### src/rtl/seq_nibble_adder_pkg.sv
// Shared definitions for seq_nibble_adder: FSM state encoding and nibble width.
package seq_nibble_adder_pkg;

    localparam int NIB = 4;

    typedef enum logic [1:0] {
        ST_IDLE = 2'd0,
        ST_RUN  = 2'd1,
        ST_DONE = 2'd2
    } state_t;

endpackage

### src/rtl/seq_nibble_adder_add4.sv
// nibble_add4: combinational 4-bit ripple-carry adder built from full-adder equations.
module nibble_add4
    import seq_nibble_adder_pkg::*;
(
    input  logic [NIB-1:0] a4,
    input  logic [NIB-1:0] b4,
    input  logic           ci,
    output logic [NIB-1:0] s4,
    output logic           co
);

    logic [NIB:0] c;

    always_comb begin
        c    = '0;
        s4   = '0;
        c[0] = ci;
        for (int unsigned i = 0; i < NIB; i++) begin
            s4[i]  = a4[i] ^ b4[i] ^ c[i];
            c[i+1] = (a4[i] & b4[i]) | (c[i] & (a4[i] ^ b4[i]));
        end
        co = c[NIB];
    end

endmodule

### src/rtl/seq_nibble_adder.sv
// Multi-cycle WIDTH-bit adder: one nibble per cycle through a shared 4-bit ripple adder.
// Optional macro SEQ_ADD_OVF_EN adds a signed-overflow output ovf.
module seq_nibble_adder
    import seq_nibble_adder_pkg::*;
#(
    parameter int WIDTH = 16
) (
    input  logic             clk,
    input  logic             rst_n,
    input  logic             in_valid,
    output logic             in_ready,
    input  logic [WIDTH-1:0] a,
    input  logic [WIDTH-1:0] b,
    input  logic             cin,
    output logic             out_valid,
    input  logic             out_ready,
    output logic [WIDTH-1:0] sum,
    output logic             cout,
    output logic             busy
`ifdef SEQ_ADD_OVF_EN
    ,
    output logic             ovf
`endif
);

    localparam int NSTEP = WIDTH / NIB;
    localparam int SW    = (NSTEP > 1) ? $clog2(NSTEP) : 1;
    localparam logic [SW-1:0] LAST_STEP = SW'(NSTEP - 1);

    state_t           state;
    logic [WIDTH-1:0] a_sh;
    logic [WIDTH-1:0] b_sh;
    logic [WIDTH-1:0] sum_sh;
    logic             carry;
    logic [SW-1:0]    step;
    logic [NIB-1:0]   s4;
    logic             co;

    nibble_add4 u_add (
        .a4 (a_sh[NIB-1:0]),
        .b4 (b_sh[NIB-1:0]),
        .ci (carry),
        .s4 (s4),
        .co (co)
    );

`ifdef SEQ_ADD_OVF_EN
    logic a_msb;
    logic b_msb;
`endif

    // Handshake flags are registered alongside state so they change only on clock edges.
    always_ff @(posedge clk or negedge rst_n) begin
        if (!rst_n) begin
            state     <= ST_IDLE;
            a_sh      <= '0;
            b_sh      <= '0;
            sum_sh    <= '0;
            carry     <= 1'b0;
            step      <= '0;
            in_ready  <= 1'b1;
            out_valid <= 1'b0;
            busy      <= 1'b0;
`ifdef SEQ_ADD_OVF_EN
            a_msb     <= 1'b0;
            b_msb     <= 1'b0;
`endif
        end else begin
            case (state)
                ST_IDLE: begin
                    if (in_valid && in_ready) begin
                        a_sh     <= a;
                        b_sh     <= b;
                        carry    <= cin;
                        step     <= '0;
                        state    <= ST_RUN;
                        in_ready <= 1'b0;
                        busy     <= 1'b1;
`ifdef SEQ_ADD_OVF_EN
                        a_msb    <= a[WIDTH-1];
                        b_msb    <= b[WIDTH-1];
`endif
                    end
                end
                ST_RUN: begin
                    sum_sh <= {s4, sum_sh[WIDTH-1:NIB]};
                    a_sh   <= a_sh >> NIB;
                    b_sh   <= b_sh >> NIB;
                    carry  <= co;
                    step   <= step + SW'(1);
                    if (step == LAST_STEP) begin
                        state     <= ST_DONE;
                        out_valid <= 1'b1;
                    end
                end
                ST_DONE: begin
                    if (out_ready) begin
                        state     <= ST_IDLE;
                        out_valid <= 1'b0;
                        busy      <= 1'b0;
                        in_ready  <= 1'b1;
                    end
                end
                default: begin
                    state     <= ST_IDLE;
                    out_valid <= 1'b0;
                    busy      <= 1'b0;
                    in_ready  <= 1'b1;
                end
            endcase
        end
    end

    assign sum  = sum_sh;
    assign cout = carry;

`ifdef SEQ_ADD_OVF_EN
    assign ovf = out_valid && (a_msb == b_msb) && (sum_sh[WIDTH-1] != a_msb);
`endif

endmodule
### config.mk
export PLATFORM = sky130hd
export DESIGN_NAME = seq_nibble_adder
export DESIGN_NICKNAME = d
export VERILOG_FILES = /design/src/rtl/seq_nibble_adder_pkg.sv /design/src/rtl/seq_nibble_adder_add4.sv /design/src/rtl/seq_nibble_adder.sv
export SDC_FILE = /design/constraint.sdc
export NUM_CORES = 1
export LEC_CHECK = 0
export CAP_MARGIN = 15
export CELL_PAD_IN_SITES_DETAIL_PLACEMENT = 1
export CELL_PAD_IN_SITES_GLOBAL_PLACEMENT = 2
export CORE_UTILIZATION = 40
export CTS_CLUSTER_DIAMETER = 120
export DETAILED_ROUTE_END_ITERATION = 10
export DONT_BUFFER_PORTS = 1
export PLACE_DENSITY = 0.9
export SKIP_CTS_REPAIR_TIMING = 1
export SYNTH_ARGS = -nofsm -noshare
export SYNTH_HDL_FRONTEND = slang
export SYNTH_SLANG_ARGS = --single-unit
### constraint.sdc
create_clock -name clk -period 3.8 [get_ports clk]
set_clock_uncertainty 0.2 [all_clocks]
set_input_delay 0.57 -clock clk [delete_from_list [all_inputs] [get_ports clk]]
set_output_delay 0.57 -clock clk [all_outputs]
set_load 0.02 [all_outputs]
==> run_results.csv, run 1 <==
group,metric,value,unit
run_status,outcome,"finished clean",
placement,pre_cts_ws,1.25,ns
pwr,post-layout-total-power,2.29,mW
sta,hold_viol,0,
floorplan,num_io_pins,57,
sta,worst-slew-pin-transition,0.764,ns
finish,layout.cell_area.non_filler,2660,um2
flow_run,drv_cap,0,
setup_path,timing.critical_path.depth,10,
synthesis,synth_top_flop_cell,"sky130_fd_sc_hd__dfrtp_1",
floorplan,floorplan.die.height,81.4,um
synthesis,asyncSetResetFlopFracSynth,100,%
synthesis,synthXorXnorAreaFrac,0,%
synthesis,complex_gate_fraction_of_the_synthesized_area,12.1,%
synthesis,synth_sequential_area_ratio,55.6,%
synthesis,yosys_warnings,0,
clock_tree,htreeDepth,2,
clock_tree,cts.sink_count,56,
synthesis,mappedNetlistArea,2520,um2
finish,multi_input_comb_area,981,um2
grt,number_of_global_route_vias_before_repair,1920,
synthesis,synth.ff_latch_count,56,
pwr,leakagePower,1.23,nW
drt,remaining_drc_errors,0,
grt,grt_start_max_net_pins,57,
drt,dr.pass1.iters,4,
setup_path,critical_path_arrival,2.55,ns
setup_path,worstPathRequired,3.82,ns
sta,grt_setup_unrepaired,"no",
setup_path,worstSetupStartpointType,"flop",
setup_path,critPathCaptureType,"flop",
sta,postLayoutSetupSlackWorst,1.28,ns
sta,slew_violations,0,
finish,synthToLayoutAreaGrowth,5.26,%
sta,fin_crit,2.52,ns
floorplan,core_area,5990,um2
hold_path,hold_class,"input pin to flop",
floorplan,floorplan.initialDensity,42.1,%
grt,grt_first_pass_wirelength,9.27,mm
drt,vias,1829,
synthesis,synth_fa_ha_area_share,3.67,%
synthesis,synth_top_family_by_area,"simple AND/OR/NAND/NOR gates",
pwr,max-vdd-ir-drop,0.000276,V
clock_tree,cts-root-to-sink-buffers,2,
synthesis,postSynthCellCount,272,
setup_path,cp_top_family,"adder cells",
floorplan,floorplan.die.width,81.4,um
floorplan,floorplan.rows,28,
synthesis,synthDominantCellAreaShare,54.5,%
floorplan,dieArea,6630,um2
clock_tree,cts_inserted_buffers,5,
sta,final.period_utilization,66.4,%
finish,post_layout_net_count,306,
setup_path,library_cell_appearing_most_often_on_the_critical_path,"sky130_fd_sc_hd__fa_1",
finish,n_fill_cell,689,
drt,drt_first_iter_violations,75,
finish,antenna-diode-count,0,
grt,grt_overflow,0,
synthesis,mappedNetlistNets,314,
synthesis,synth_area_per_cell,9.28,um2
drt,detail_routed_net_length_per_standard_cell,15.9,um
synthesis,synth_area_leader,"sky130_fd_sc_hd__dfrtp_1",
placement,placed_cell_area,2540,um2
setup_path,timing.critical_path.fanout_max,3,
clock_tree,clkSlewWorstSetupHoldPaths,0.09,ns
clock_tree,root_buffer,"sky130_fd_sc_hd__clkbuf_8",
sta,worst_case_hold_slack,0.148,ns
setup_path,max_stage_delay,0.53,ns
drt,antenna_violating_nets_post_route,0,
sta,finalSetupTns,0,ns
pwr,power.density_cell_area,863,nW/um2
finish,layout-drive-gt1-share,5.68,%
setup_path,worst_r2r_path_depth,10,
synthesis,synth_edf_count,0,
clock_tree,source_to_sink_clock_delay_at_the_later_pin_of_the_worst_skew_pair,0.30,ns
drt,totalWireLength,5.40,mm
hold_path,timing.hold.worst_path_depth,1,
setup_path,cp.buffers_inverters,3,
setup_path,worst-setup-path-type,"flop to flop",
clock_tree,cts_tree,"yes",
synthesis,synth_simple_gate_area_share,22.0,%
placement,port_buffers,0,
synthesis,muxShareOfSynthArea,0.397,%
placement,gp_congestion,0.702,
setup_path,critical_path.cell_chain,"fa_1 -> inv_1 -> fa_1 -> inv_1 -> fa_1 -> inv_1 -> fa_1 -> nor3b_1 -> a21oi_1 -> a21oi_1",
synthesis,synth_cell_type_count,27,
placement,detailedPlacementHpwl,3.49,mm
sta,final-setup-viol-count,0,
sta,achievable-frequency,0.396,GHz
sta,slew_hr,49.1,%
grt,grt_antenna_before_repair,0,
drt,drt-vias-per-instance,5.40,
synthesis,netlist_top_cells_area,"sky130_fd_sc_hd__dfrtp_1, sky130_fd_sc_hd__nand2_1, sky130_fd_sc_hd__a31oi_1",
finish,seqCellArea,1400,um2
setup_path,crit_path_top_delay_cell,"sky130_fd_sc_hd__dfrtp_1",
grt,track_usage,18.4,%
==> path summary, 6_finish.rpt <==
path,startpoint,to,slack [ns]
max,cout,cout,1.28
min,out_ready,state[1],0.15
max reg2reg,cout,cout,1.28
min reg2reg,step[0],step[0],0.30
max in group asynchronous,rst_n,in_ready,2.53
min in group asynchronous,rst_n,state[0],0.58
==> cells in the final DEF (no fill, tap or decap), drive strengths merged, types with 2 or more instances in the layout <==
master | synthesis | routed
nor2 | 3 | 3
nor3 | 25 | 25
a22o | 6 | 6
buf | 18 | 5
a31oi | 24 | 24
a22oi | 2 | 2
o21ai | 6 | 6
clkbuf | 3 | 6
fa | 4 | 4
inv | 9 | 9
nand2b | 2 | 2
a21oi | 5 | 5
nand2 | 99 | 99
dfrtp | 55 | 55
==> report_power, final <==
group	total, mW	switching, mW	internal (mW)
registers	1.17	0.301	0.866
logic	0.817	0.490	0.327
clock network	0.307	0.181	0.126
total	2.29	0.972	1.32
==> sequential cells by signal (all words and copies together), names as in the netlist <==
name / count
a_sh: 16
b_sh: 16
busy: 1
cout: 1
in_ready: 1
out_valid: 1
state: 2
step: 2
sum: 16
==> kinds of logic (layout without fill, tap and decap cells) <==
| kind of cell | after synthesis | count (layout) |
|---|---|---|
| AO/OA/AOI/OAI | 47 | 47 |
| multiplexers | 1 | 1 |
| buffers and inverters | 30 | 22 |
| flip-flops | 56 | 56 |
| adder cells (fa/ha/maj) | 5 | 5 |
| AND/OR/NAND/NOR | 133 | 133 |
==> synthesized netlist by cell type, drive strengths merged (3+ instances only) <==
cell    instances
inv             9
buf            18
nor3           25
nor2            3
nand2          99
dfrtp          55
a22o            6
clkbuf          3
fa              4
a31oi          24
a21oi           5
o21ai           6
==> final cells by class <==
| class | instances | share of cell area, % |
|---|---|---|
| Clock inverter | 1 | 0.188 |
| Clock buffer | 6 | 2.73 |
| Multi-Input combinational cell | 186 | 36.9 |
| Inverter | 9 | 1.27 |
| Timing Repair Buffer | 6 | 2.54 |
| Tap cell | 75 | 3.53 |
| Sequential cell | 56 | 52.8 |
==> routing by layer <==
| layer | vias to the layer above | GRT usage, % | routed length, um |
|---|---|---|---|
| met1 | 880 | 24.8 | 2550 |
| li1 | 896 | - | - |
| met5 | - | 0 | 0 |
| met2 | 49 | 29.5 | 2470 |
| met3 | 4 | 4.56 | 331 |
| met4 | 0 | 4.82 | 40 |
==> per-stage QoR <==
stage	cells	util (%)
after floorplan	272	-
after global placement	330	42.4
after detailed placement	330	42.4
after CTS	337	43.7
after global routing	339	44.3
final	339	44.3
No activity file was read; power rests on OpenSTA's default activity.
==> run 2, diff against run 1 <==
--- a/config.mk
+++ b/config.mk
@@ -8,11 +8,11 @@
 export CAP_MARGIN = 15
 export CELL_PAD_IN_SITES_DETAIL_PLACEMENT = 1
 export CELL_PAD_IN_SITES_GLOBAL_PLACEMENT = 2
-export CORE_UTILIZATION = 40
+export CORE_UTILIZATION = 34
 export CTS_CLUSTER_DIAMETER = 120
 export DETAILED_ROUTE_END_ITERATION = 10
 export DONT_BUFFER_PORTS = 1
-export PLACE_DENSITY = 0.9
+export PLACE_DENSITY = 0.82
 export SKIP_CTS_REPAIR_TIMING = 1
 export SYNTH_ARGS = -nofsm -noshare
 export SYNTH_HDL_FRONTEND = slang
==> constraint.sdc (replaced) <==
create_clock -name clk -period 2.1 [get_ports clk]
set_clock_uncertainty 0.2 [all_clocks]
set_input_delay 0.315 -clock clk [delete_from_list [all_inputs] [get_ports clk]]
set_output_delay 0.315 -clock clk [all_outputs]
set_load 0.02 [all_outputs]
==> run 2 against run 1 <==
The run now ends with negative hold slack, negative setup slack left. Final cell count is 18% higher. First-iteration DRC count is 31% lower. Flip-flop and latch count stayed put. Sequential power is 78% higher. Routed wire length is 11% higher. Count of clock-buffer cells in the layout is 1 lower.
==> run_results.csv, run 2 (synthesis results as in run 1) <==
group,metric,value,unit
run_status,outcome,"finished, violations left",
run_status,failed_checks,"negative hold slack, negative setup slack",
floorplan,floorplan.die.height,88.2,um
sta,worst-slew-pin-transition,0.418,ns
clock_tree,cts_inserted_buffers,5,
finish,n_fill_cell,852,
floorplan,dieArea,7770,um2
hold_path,hold_class,"input pin to flop",
clock_tree,source_to_sink_clock_delay_at_the_later_pin_of_the_worst_skew_pair,0.31,ns
clock_tree,htreeDepth,2,
pwr,power.density_cell_area,1460,nW/um2
sta,grt_setup_unrepaired,"yes",
finish,post_layout_net_count,343,
floorplan,floorplan.rows,31,
flow_run,drv_cap,0,
sta,hold_viol,2,
sta,worst_case_hold_slack,-0.0354,ns
sta,final-setup-viol-count,2,
sta,fin_crit,2.31,ns
grt,number_of_global_route_vias_before_repair,1896,
grt,grt_overflow,0,
sta,final.period_utilization,110,%
setup_path,worstSetupStartpointType,"flop",
setup_path,timing.critical_path.fanout_max,2,
finish,synthToLayoutAreaGrowth,24.0,%
floorplan,floorplan.die.width,88.2,um
clock_tree,root_buffer,"sky130_fd_sc_hd__clkbuf_8",
setup_path,worst-r2r-setup-slack,-0.21,ns
drt,totalWireLength,5.97,mm
grt,grt_start_max_net_pins,57,
grt,grt_first_pass_wirelength,9.25,mm
sta,finalSetupTns,-0.359,ns
clock_tree,cts-root-to-sink-buffers,2,
drt,drt-vias-per-instance,4.94,
finish,layout-drive-gt1-share,11.3,%
setup_path,critical_path_arrival,2.36,ns
placement,gp_congestion,0.711,
floorplan,core_area,7210,um2
finish,multi_input_comb_area,1000,um2
finish,final_common_cell,"sky130_fd_sc_hd__nand2_1",
sta,slew_hr,72.0,%
finish,mostFrequentLayoutCells,"sky130_fd_sc_hd__nand2_1, sky130_fd_sc_hd__dfrtp_1, sky130_fd_sc_hd__dlygate4sd3_1",
setup_path,critPathCaptureType,"flop",
drt,vias,1979,
clock_tree,cts_tree,"yes",
placement,detailedPlacementHpwl,3.81,mm
setup_path,worstPathRequired,2.15,ns
sta,postLayoutSetupSlackWorst,-0.209,ns
floorplan,num_io_pins,57,
pwr,leakagePower,1.41,nW
clock_tree,cts.sink_count,56,
finish,antenna-diode-count,0,
placement,port_buffers,0,
sta,slew_violations,0,
grt,grt_antenna_before_repair,0,
setup_path,worst-setup-path-type,"flop to flop",
sta,achievable-frequency,0.433,GHz
drt,remaining_drc_errors,0,
floorplan,floorplan.initialDensity,35.0,%
drt,detail_routed_net_length_per_standard_cell,14.9,um
pwr,max-vdd-ir-drop,0.000818,V
drt,antenna_violating_nets_post_route,0,
drt,dr.pass1.iters,4,
finish,seqCellArea,1400,um2
clock_tree,clkSlewWorstSetupHoldPaths,0.10,ns
grt,track_usage,15.6,%
drt,drt_first_iter_violations,52,
-- run 2: where the power goes --
group	switching, mW	internal, mW
Sequential	0.509	1.57
Combinational	1.01	0.782
Clock	0.358	0.354
-- run 2: path summary, 6_finish.rpt --
| check | start | to | depth (start not counted) |
|---|---|---|---|
| setup / recovery | b_sh[0] | sum[15] | 8 |
| max in group asynchronous | rst_n | in_ready | 2 |
| setup reg to reg | b_sh[0] | sum[15] | 8 |
| min in group asynchronous | rst_n | sum[3] | 2 |
| hold reg to reg | step[0] | step[0] | 1 |
| hold / removal | a[6] | a_sh[6] | 2 |
-- run 2: stage by stage --
step	util [%]	setup slack [ns]	instance area (um2)	cells	total power, mW
after detailed placement	37.1	-0.211	2680	361	3.84
after CTS	38.7	-0.235	2790	369	4.56
after global placement	37.1	-0.119	2680	361	3.74
after floorplan	-	-0.119	2540	272	3.36
final	43.4	-0.209	3130	401	4.58
after global routing	43.4	-0.279	3130	401	5.01
-- run 2: routing by layer --
layer	share of wire (%)	track usage (%)	up-vias
met5	0	0	-
met4	1.1	4.40	0
met3	5.2	4.71	6
met2	49	25.0	48
met1	44	20.5	959
li1	-	-	966
-- run 2: final cells by class --
cell class              count  area share, %
flip-flops and latches     56           44.8
multi-input cells         186           31.9
repair buffers             43           14.6
well taps                  99           3.96
clock buffers               5           2.20
clock inverters             3           1.36
inverters                   9           1.08
-- run 2: critical path: stages, from the launching register on --
cell and delay, ns:
sky130_fd_sc_hd__dfrtp_1 0.42, sky130_fd_sc_hd__fa_2 0.39, sky130_fd_sc_hd__inv_2 0.07, sky130_fd_sc_hd__fa_2 0.20
sky130_fd_sc_hd__inv_2 0.04, sky130_fd_sc_hd__fa_2 0.33, sky130_fd_sc_hd__inv_2 0.06, sky130_fd_sc_hd__fa_2 0.43
sky130_fd_sc_hd__o21ai_2 0.12
